[src/rtl/weight_chain_loader_pkg.sv]
// Shared definitions for the weight chain loader: FSM state encoding,
// pipeline timing constants and the packed-weight field layout.
package wload_pkg;

    // Loader FSM states. The top module mirrors these as plain logic constants.
    typedef enum logic [2:0] {
        WL_IDLE      = 3'd0,
        WL_READ      = 3'd1,
        WL_DRAIN     = 3'd2,
        WL_WAIT_SWAP = 3'd3,
        WL_SET       = 3'd4
    } wl_state_e;

    // Weight buffer returns data one cycle after the read enable.
    localparam int WL_RD_LATENCY = 1;

    // Read enable to prepare_weight: one RAM cycle plus one output register.
    localparam int WL_PIPE_DELAY = 2;

    // Cycles spent in DRAIN while the last words travel through the pipeline.
    localparam int WL_DRAIN_CYCLES = 2;

    // Two signed 8-bit weights are packed into each 16-bit buffer word.
    localparam int WL_WEIGHT_WIDTH = 8;
    localparam int W0_LSB          = 0;
    localparam int W1_LSB          = 8;

endpackage

[src/rtl/weight_chain_loader_if.sv]
// Bus between the weight chain loader and its surroundings: the tile
// request from the scheduler, the weight-buffer read port and the column
// weight-chain drive signals.
//
// Handshake rules:
//   - i_start is a one-cycle request; it is accepted only while o_busy is low
//     and is silently dropped otherwise (no queueing). i_base_addr is sampled
//     on the accepting edge.
//   - o_wbuf_rd_en/o_wbuf_rd_addr form a read command with no back-pressure;
//     i_wbuf_rd_data must be valid exactly one cycle after o_wbuf_rd_en.
//   - o_prepare_weight qualifies o_load_weight_data_0/1 each cycle it is high;
//     the data lines hold their last value otherwise.
//   - o_set_weight/o_done pulse together for one cycle, only after
//     i_swap_allow has been sampled high with the tile fully shifted in.
interface weight_chain_loader_if #(
    parameter int ADDR_W = 10,
    parameter int DATA_W = 16
);
    logic              i_start;
    logic [ADDR_W-1:0] i_base_addr;
    logic              i_swap_allow;
    logic              o_busy;
    logic              o_done;
    logic              o_wbuf_rd_en;
    logic [ADDR_W-1:0] o_wbuf_rd_addr;
    logic [DATA_W-1:0] i_wbuf_rd_data;
    logic              o_prepare_weight;
    logic              o_set_weight;
    logic [7:0]        o_load_weight_data_0;
    logic [7:0]        o_load_weight_data_1;

    // Loader side.
    modport master (
        input  i_start,
        input  i_base_addr,
        input  i_swap_allow,
        input  i_wbuf_rd_data,
        output o_busy,
        output o_done,
        output o_wbuf_rd_en,
        output o_wbuf_rd_addr,
        output o_prepare_weight,
        output o_set_weight,
        output o_load_weight_data_0,
        output o_load_weight_data_1
    );

    // Scheduler / buffer / column side.
    modport slave (
        output i_start,
        output i_base_addr,
        output i_swap_allow,
        output i_wbuf_rd_data,
        input  o_busy,
        input  o_done,
        input  o_wbuf_rd_en,
        input  o_wbuf_rd_addr,
        input  o_prepare_weight,
        input  o_set_weight,
        input  o_load_weight_data_0,
        input  o_load_weight_data_1
    );

endinterface

[src/rtl/weight_chain_loader.sv]
// Weight chain loader: reads one tile of ARRAY_ROWS packed weight words
// from the weight buffer, shifts them into a MAC column's weight chain with
// contiguous prepare_weight cycles (farthest row first), then issues a
// single set_weight once the compute side allows the swap.
module weight_chain_loader
    import wload_pkg::*;
#(
    parameter int ARRAY_ROWS      = 16,
    parameter int WBUF_ADDR_WIDTH = 10,
    parameter int WBUF_DATA_WIDTH = 16
) (
    input  logic                  clk,
    input  logic                  rst_n,
    weight_chain_loader_if.master bus,
    output logic [2:0]            o_dbg_state
);

    // ARRAY_ROWS must be at least 1; the counter also reuses its range for
    // the two DRAIN cycles, which $clog2(ARRAY_ROWS+1) >= 1 bit covers.
    localparam int CNT_W = $clog2(ARRAY_ROWS + 1);

    localparam logic [CNT_W-1:0] CNT_ONE    = CNT_W'(1);
    localparam logic [CNT_W-1:0] CNT_LAST   = CNT_W'(ARRAY_ROWS - 1);
    localparam logic [CNT_W-1:0] DRAIN_LAST = CNT_W'(WL_DRAIN_CYCLES - 1);

    // Offset of the farthest row's word from the tile base.
    localparam logic [WBUF_ADDR_WIDTH-1:0] ADDR_TOP = WBUF_ADDR_WIDTH'(ARRAY_ROWS - 1);

    localparam logic [2:0] S_IDLE      = WL_IDLE;
    localparam logic [2:0] S_READ      = WL_READ;
    localparam logic [2:0] S_DRAIN     = WL_DRAIN;
    localparam logic [2:0] S_WAIT_SWAP = WL_WAIT_SWAP;
    localparam logic [2:0] S_SET       = WL_SET;

    logic [2:0]                 state_q;
    logic [2:0]                 state_d;
    logic [CNT_W-1:0]           cnt_q;
    logic [CNT_W-1:0]           cnt_d;
    logic [WBUF_ADDR_WIDTH-1:0] base_q;

    logic                       busy_q;
    logic                       done_q;
    logic                       set_q;
    logic                       rd_en_q;
    logic [WBUF_ADDR_WIDTH-1:0] rd_addr_q;
    logic [WL_PIPE_DELAY-1:0]   pipe_q;
    logic [7:0]                 w0_q;
    logic [7:0]                 w1_q;

    logic [WBUF_DATA_WIDTH-1:0] rd_data;
    logic                       data_valid;

    assign rd_data    = bus.i_wbuf_rd_data;
    // pipe_q[0] is rd_en delayed by the RAM latency: buffer data is valid now.
    assign data_valid = pipe_q[WL_RD_LATENCY-1];

    // Next-state and counter logic. cnt indexes the read in READ and the
    // drain cycle in DRAIN; it is cleared on every state change that uses it.
    always_comb begin
        state_d = state_q;
        cnt_d   = cnt_q;
        case (state_q)
            S_IDLE: begin
                if (bus.i_start) begin
                    state_d = S_READ;
                    cnt_d   = '0;
                end
            end
            S_READ: begin
                if (cnt_q == CNT_LAST) begin
                    state_d = S_DRAIN;
                    cnt_d   = '0;
                end else begin
                    cnt_d = cnt_q + CNT_ONE;
                end
            end
            S_DRAIN: begin
                if (cnt_q == DRAIN_LAST) begin
                    state_d = S_WAIT_SWAP;
                    cnt_d   = '0;
                end else begin
                    cnt_d = cnt_q + CNT_ONE;
                end
            end
            S_WAIT_SWAP: begin
                if (bus.i_swap_allow) begin
                    state_d = S_SET;
                end
            end
            S_SET: begin
                state_d = S_IDLE;
            end
            default: begin
                state_d = S_IDLE;
                cnt_d   = '0;
            end
        endcase
    end

    // FSM state, counter and the base address latched on an accepted start.
    always_ff @(posedge clk or negedge rst_n) begin
        if (!rst_n) begin
            state_q <= S_IDLE;
            cnt_q   <= '0;
            base_q  <= '0;
        end else begin
            state_q <= state_d;
            cnt_q   <= cnt_d;
            if (state_q == S_IDLE && bus.i_start) begin
                base_q <= bus.i_base_addr;
            end
        end
    end

    // Registered control outputs. Busy/set/done follow the next state so
    // set_weight lines up with the SET state; the read port follows the
    // current state, one cycle behind it, with descending addresses that
    // wrap modulo the buffer size.
    always_ff @(posedge clk or negedge rst_n) begin
        if (!rst_n) begin
            busy_q    <= 1'b0;
            done_q    <= 1'b0;
            set_q     <= 1'b0;
            rd_en_q   <= 1'b0;
            rd_addr_q <= '0;
        end else begin
            busy_q  <= (state_d != S_IDLE);
            done_q  <= (state_d == S_SET);
            set_q   <= (state_d == S_SET);
            rd_en_q <= (state_q == S_READ);
            if (state_q == S_READ) begin
                rd_addr_q <= base_q + ADDR_TOP - WBUF_ADDR_WIDTH'(cnt_q);
            end
        end
    end

    // Delay line from the read enable to prepare_weight.
    always_ff @(posedge clk or negedge rst_n) begin
        if (!rst_n) begin
            pipe_q <= '0;
        end else begin
            pipe_q <= {pipe_q[WL_PIPE_DELAY-2:0], rd_en_q};
        end
    end

    // Weight output register: captures the unpacked word in the same edge
    // that raises prepare_weight, and holds it while prepare is low.
    always_ff @(posedge clk or negedge rst_n) begin
        if (!rst_n) begin
            w0_q <= '0;
            w1_q <= '0;
        end else if (data_valid) begin
            w0_q <= rd_data[W0_LSB +: WL_WEIGHT_WIDTH];
            w1_q <= rd_data[W1_LSB +: WL_WEIGHT_WIDTH];
        end
    end

    assign bus.o_busy               = busy_q;
    assign bus.o_done               = done_q;
    assign bus.o_set_weight         = set_q;
    assign bus.o_wbuf_rd_en         = rd_en_q;
    assign bus.o_wbuf_rd_addr       = rd_addr_q;
    assign bus.o_prepare_weight     = pipe_q[WL_PIPE_DELAY-1];
    assign bus.o_load_weight_data_0 = w0_q;
    assign bus.o_load_weight_data_1 = w1_q;
    assign o_dbg_state              = state_q;

endmodule

[src/flat_wrapper.sv]
// flat-port wrapper written by rule: the top's interface ports become plain ports
module weight_chain_loader_flat import wload_pkg::*;
#(
    parameter int ARRAY_ROWS      = 16,
    parameter int WBUF_ADDR_WIDTH = 10,
    parameter int WBUF_DATA_WIDTH = 16
)
  (clk, rst_n, o_dbg_state, bus_i_start, bus_i_base_addr, bus_i_swap_allow, bus_i_wbuf_rd_data, bus_o_busy, bus_o_done, bus_o_wbuf_rd_en, bus_o_wbuf_rd_addr, bus_o_prepare_weight, bus_o_set_weight, bus_o_load_weight_data_0, bus_o_load_weight_data_1);
  weight_chain_loader_if #(.ADDR_W(10), .DATA_W(16)) bus_i ();
  input  logic clk;
  input  logic rst_n;
  output logic [2:0] o_dbg_state;
  input wire logic [$bits(bus_i.i_start)-1:0] bus_i_start;
  input wire logic [$bits(bus_i.i_base_addr)-1:0] bus_i_base_addr;
  input wire logic [$bits(bus_i.i_swap_allow)-1:0] bus_i_swap_allow;
  input wire logic [$bits(bus_i.i_wbuf_rd_data)-1:0] bus_i_wbuf_rd_data;
  output wire logic [$bits(bus_i.o_busy)-1:0] bus_o_busy;
  output wire logic [$bits(bus_i.o_done)-1:0] bus_o_done;
  output wire logic [$bits(bus_i.o_wbuf_rd_en)-1:0] bus_o_wbuf_rd_en;
  output wire logic [$bits(bus_i.o_wbuf_rd_addr)-1:0] bus_o_wbuf_rd_addr;
  output wire logic [$bits(bus_i.o_prepare_weight)-1:0] bus_o_prepare_weight;
  output wire logic [$bits(bus_i.o_set_weight)-1:0] bus_o_set_weight;
  output wire logic [$bits(bus_i.o_load_weight_data_0)-1:0] bus_o_load_weight_data_0;
  output wire logic [$bits(bus_i.o_load_weight_data_1)-1:0] bus_o_load_weight_data_1;
  assign bus_i.i_start = bus_i_start;
  assign bus_i.i_base_addr = bus_i_base_addr;
  assign bus_i.i_swap_allow = bus_i_swap_allow;
  assign bus_i.i_wbuf_rd_data = bus_i_wbuf_rd_data;
  assign bus_o_busy = bus_i.o_busy;
  assign bus_o_done = bus_i.o_done;
  assign bus_o_wbuf_rd_en = bus_i.o_wbuf_rd_en;
  assign bus_o_wbuf_rd_addr = bus_i.o_wbuf_rd_addr;
  assign bus_o_prepare_weight = bus_i.o_prepare_weight;
  assign bus_o_set_weight = bus_i.o_set_weight;
  assign bus_o_load_weight_data_0 = bus_i.o_load_weight_data_0;
  assign bus_o_load_weight_data_1 = bus_i.o_load_weight_data_1;
  weight_chain_loader #(.ARRAY_ROWS(ARRAY_ROWS), .WBUF_ADDR_WIDTH(WBUF_ADDR_WIDTH), .WBUF_DATA_WIDTH(WBUF_DATA_WIDTH)) u_core (.clk(clk), .rst_n(rst_n), .bus(bus_i), .o_dbg_state(o_dbg_state));
endmodule
[config.mk]
export PLATFORM = sky130hd
export DESIGN_NAME = weight_chain_loader_flat
export DESIGN_NICKNAME = d
export VERILOG_FILES = /design/src/rtl/weight_chain_loader_pkg.sv /design/src/rtl/weight_chain_loader_if.sv /design/src/rtl/weight_chain_loader.sv /design/src/flat_wrapper.sv
export SDC_FILE = /design/constraint.sdc
export NUM_CORES = 1
export LEC_CHECK = 0
export ABC_CLOCK_PERIOD_IN_PS = 3170
export BUFFER_PORTS_ARGS = -buffer_cell sky130_fd_sc_hd__buf_2
export CELL_PAD_IN_SITES_DETAIL_PLACEMENT = 0
export CELL_PAD_IN_SITES_GLOBAL_PLACEMENT = 1
export CORE_ASPECT_RATIO = 0.6
export CORE_MARGIN = 2
export CORE_UTILIZATION = 41
export CTS_CLUSTER_SIZE = 40
export DETAILED_ROUTE_END_ITERATION = 8
export MAX_ROUTING_LAYER = met4
export PLACE_DENSITY_LB_ADDON = 0.08
export SYNTH_ARGS = -nofsm -noshare
export SYNTH_HDL_FRONTEND = slang
export SYNTH_SLANG_ARGS = --single-unit
[constraint.sdc]
create_clock -name clk -period 3.17 [get_ports clk]
set_clock_uncertainty 0.15 [all_clocks]
set_input_delay 0.317 -clock clk [delete_from_list [all_inputs] [get_ports clk]]
set_output_delay 0.317 -clock clk [all_outputs]
set_load 0.02 [all_outputs]
==> flow_metrics.tcl <==
set metrics [dict create \
    cp.required_ns 3.25 \
    yosys_most_used_dff "dfrtp_1" \
    relSlewSlack_pct 55.1 \
    irDropWorstVdd_mv 0.360 \
    power_mw 3.27 \
    ant_nets 0 \
    drive_above_1_share_pct 34.4 \
    status "complete, no violations" \
    vias 1835 \
    gr-total-overflow 0 \
    clkTransAtPathRegs_ns 0.09 \
    cp_top_family "adder cells" \
    min_period_ns 2.40 \
    cts_made_buffers 5 \
    grt_use_total_pct 17.1 \
    syn-instance-count 228 \
    synth.most_common_cell "dfrtp_1" \
    row_count 21 \
    die_height_um 64.5 \
    place.gp.congestion 0.777 \
    worst_pin_slew_ns 0.674 \
    fmax_mhz 416 \
    dr.pass1.iters 4 \
    ys_top_cells_by_count "dfrtp_1 (49), inv_1 (21), mux2_2 (21)" \
    combPwrFrac_pct 57.6 \
    num-nets-final 341 \
    ios 64 \
    leakage_nw 1.43 \
    finalSetupViolCount 0 \
    synth_edf_count 0 \
    clkPwrFrac_pct 10.8 \
    post_cts_buffers 0 \
    core_um2 5730 \
    n_antenna_cell 0 \
    synthMuxAreaShare_pct 10.8 \
    ctsRootBufferMaster "clkbuf_8" \
    antenna_found_initial 0 \
    ys_types 48 \
    viasPerCell 4.91 \
    cts_buffer_depth 2 \
    path_buf_inv 2 \
    synth_xor_area_share_pct 1.05 \
    cts_tree "done" \
    setup_tns_ns 0 \
    die_w_um 105 \
    dpl.hpwl_um 4000 \
    synth_warnings 0 \
    cp.arrival_ns 2.49 \
    cp-start-kind "flip-flop" \
    grt_pass1_wl_um 8870 \
    synthSimpleGateAreaFrac_pct 13.9 \
    path_class "flip-flop to flip-flop" \
    wirelength_um 5110 \
    grt_pass1_vias 1753 \
    h-tree-depth 2 \
    grt_max_degree 28 \
    synth_top_cell_area_share_pct 49.0 \
    synth.net_count 276 \
    cpPeakStageDelay_ns 0.48 \
    avgSynthCellArea_um2 11.0 \
    hold_viol_final 0 \
    slew_viol_final 0 \
    rsz0062_at_grt "no" \
    place_ws_ns 0.790 \
    period_share_pct 75.8 \
    ys_top_cells_by_area "dfrtp_1 (49%), mux2_2 (9.5%), ha_1 (8.5%)" \
    clk_latency_ns 0.29 \
    p_seq_share_pct 31.6 \
    cts_sinks 49 \
    worst_slack_ns 0.768 \
    drv_cap 0 \
    synthAdderAreaFrac_pct 9.31 \
    synth_seq_cells 49 \
    path_cells "inv_1, ha_1, ha_1, inv_1, fa_1, nor2b_1, o31a_1, or4_1, nand3_1" \
    min_path_type "input port to flip-flop" \
    p_int_mw 1.82 \
    numPortBuffers 63 \
    synth_compound_area_share_pct 10.8 \
    power.share.switching_pct 44.5 \
    power.switching_mw 1.46 \
    start_util_pct 43.6 \
    slowest_stage "or4_1" \
    drt_iter0_markers 66 \
    syn_area_um2 2500 \
    cp-end-kind "flip-flop" \
    syn2layout_area_growth_pct 19.3 \
    drc_errors 0 \
    crit_fanout 5 \
    cts.repair.resized 0 \
    p_per_area_nw_per_um2 1100 \
    synth_top_family_by_area "simple AND/OR/NAND/NOR gates" \
    yosysTopAreaCell "dfrtp_1" \
    dieArea_um2 6760 \
    async_flop_share_pct 100 \
    ys_seq_area_share_pct 49.0 \
    routedWlPerCell_um 13.7 \
]
[power groups by stage]
| stage | combinational, mW | sequential (mW) | clock [mW] |
|---|---|---|---|
| after floorplan | 1.27 | 1.15 | 0 |
| after global placement | 1.88 | 1.05 | 0 |
| after detailed placement | 1.89 | 1.05 | 0 |
| after CTS | 1.90 | 1.04 | 0.368 |
| after global routing | 2.15 | 1.07 | 0.402 |
| final | 1.88 | 1.03 | 0.355 |
[area by class of cell]
type | count | area, µm²
clock inverter | 3 | 17.5
sequential | 49 | 1230
tap | 80 | 100
fill | 558 | 2750
timing repair buffer | 67 | 348
clock buffer | 5 | 68.8
multi-input combinational | 149 | 1140
inverter | 21 | 78.8
[registers in the layout (all words and copies together) (netlist names)]
register                         count
u_core.pipe_q                        2
u_core.bus.o_wbuf_rd_addr           10
u_core.bus.o_load_weight_data_0      8
u_core.bus.o_busy                    1
u_core.cnt_q                         5
u_core.bus.o_wbuf_rd_en              1
u_core.base_q                       10
u_core.bus.o_load_weight_data_1      8
u_core.o_dbg_state                   3
u_core.bus.o_done                    1
[kinds of logic after synthesis]
family	after synthesis
muxes	23
xor gates and xnor gates	3
AOI/OAI and AO/OA	42
adders and majority gates	18
DFF	49
and+or+nand+nor	63
buffers and inverters	30
[worst register-to-register path, delay by kind of cell, from the launching register on]
kind,cells,cell delay (ns)
adder cells (fa/ha/maj),3,0.71
AO/OA/AOI/OAI,1,0.29
AND/OR/NAND/NOR,3,0.64
flip-flops,1,0.40
buffers and inverters,2,0.15
[stage by stage]
step	utilization (%)	cells	hold WS (ns)	instance area (µm²)
after global placement	50.4	365	0.207	2890
final	52.1	374	0.0732	2980
after CTS	52.1	374	0.0629	2980
after floorplan	-	228	-0.129	2500
after global routing	52.1	374	0.0709	2980
after detailed placement	50.4	365	0.208	2890
[routing by layer]
| layer | routed length (µm) | vias up | global-route usage [%] | part of all wire, % |
|---|---|---|---|---|
| met5 | 0 | - | - | 0 |
| met4 | 20 | 0 | 3.00 | 0.39 |
| met3 | 202 | 2 | 3.42 | 4.0 |
| met2 | 1800 | 39 | 21.3 | 35 |
| met1 | 3080 | 864 | 28.1 | 60 |
| li1 | - | 930 | - | - |
[repair_timing]
action	in CTS	in global routing
hold buffers	1	0
endpoints found under the setup margin	0	0
hold endpoints to repair	26	0
[cells in the final DEF (no fill, tap or decap), types with 3 or more instances in the layout]
cell type / netlist / final
inv_1: 21 / 21
a21oi_1: 5 / 5
dfrtp_1: 49 / 49
xor2_1: 3 / 3
buf_4: 2 / 3
ha_1: 17 / 17
or3_1: 3 / 3
o21ai_0: 17 / 17
a211oi_1: 3 / 3
clkbuf_8: 0 / 5
nor3b_1: 4 / 4
nor3_1: 6 / 6
o21a_1: 3 / 3
mux2_2: 21 / 21
nand3_1: 5 / 5
buf_2: 2 / 63
nor2b_1: 5 / 5
nand2_1: 19 / 19
nor2_1: 7 / 7
or4_1: 3 / 3
[worst paths after layout]
kind / start / end / slack (ns) / cells after the start
max in group asynchronous: rst_n / u_core.o_dbg_state[1] / 1.74 / 3
min: bus_i_base_addr[8] / u_core.base_q[8] / 0.07 / 3
max reg2reg: u_core.cnt_q[1] / u_core.bus.o_wbuf_rd_addr[7] / 0.77 / 9
max: u_core.cnt_q[1] / u_core.bus.o_wbuf_rd_addr[7] / 0.77 / 9
min in group asynchronous: rst_n / u_core.bus.o_load_weight_data_0[2] / 0.41 / 2
min reg2reg: u_core.bus.o_wbuf_rd_en / u_core.pipe_q[0] / 0.24 / 0
Power figures use the tool's default switching activity.
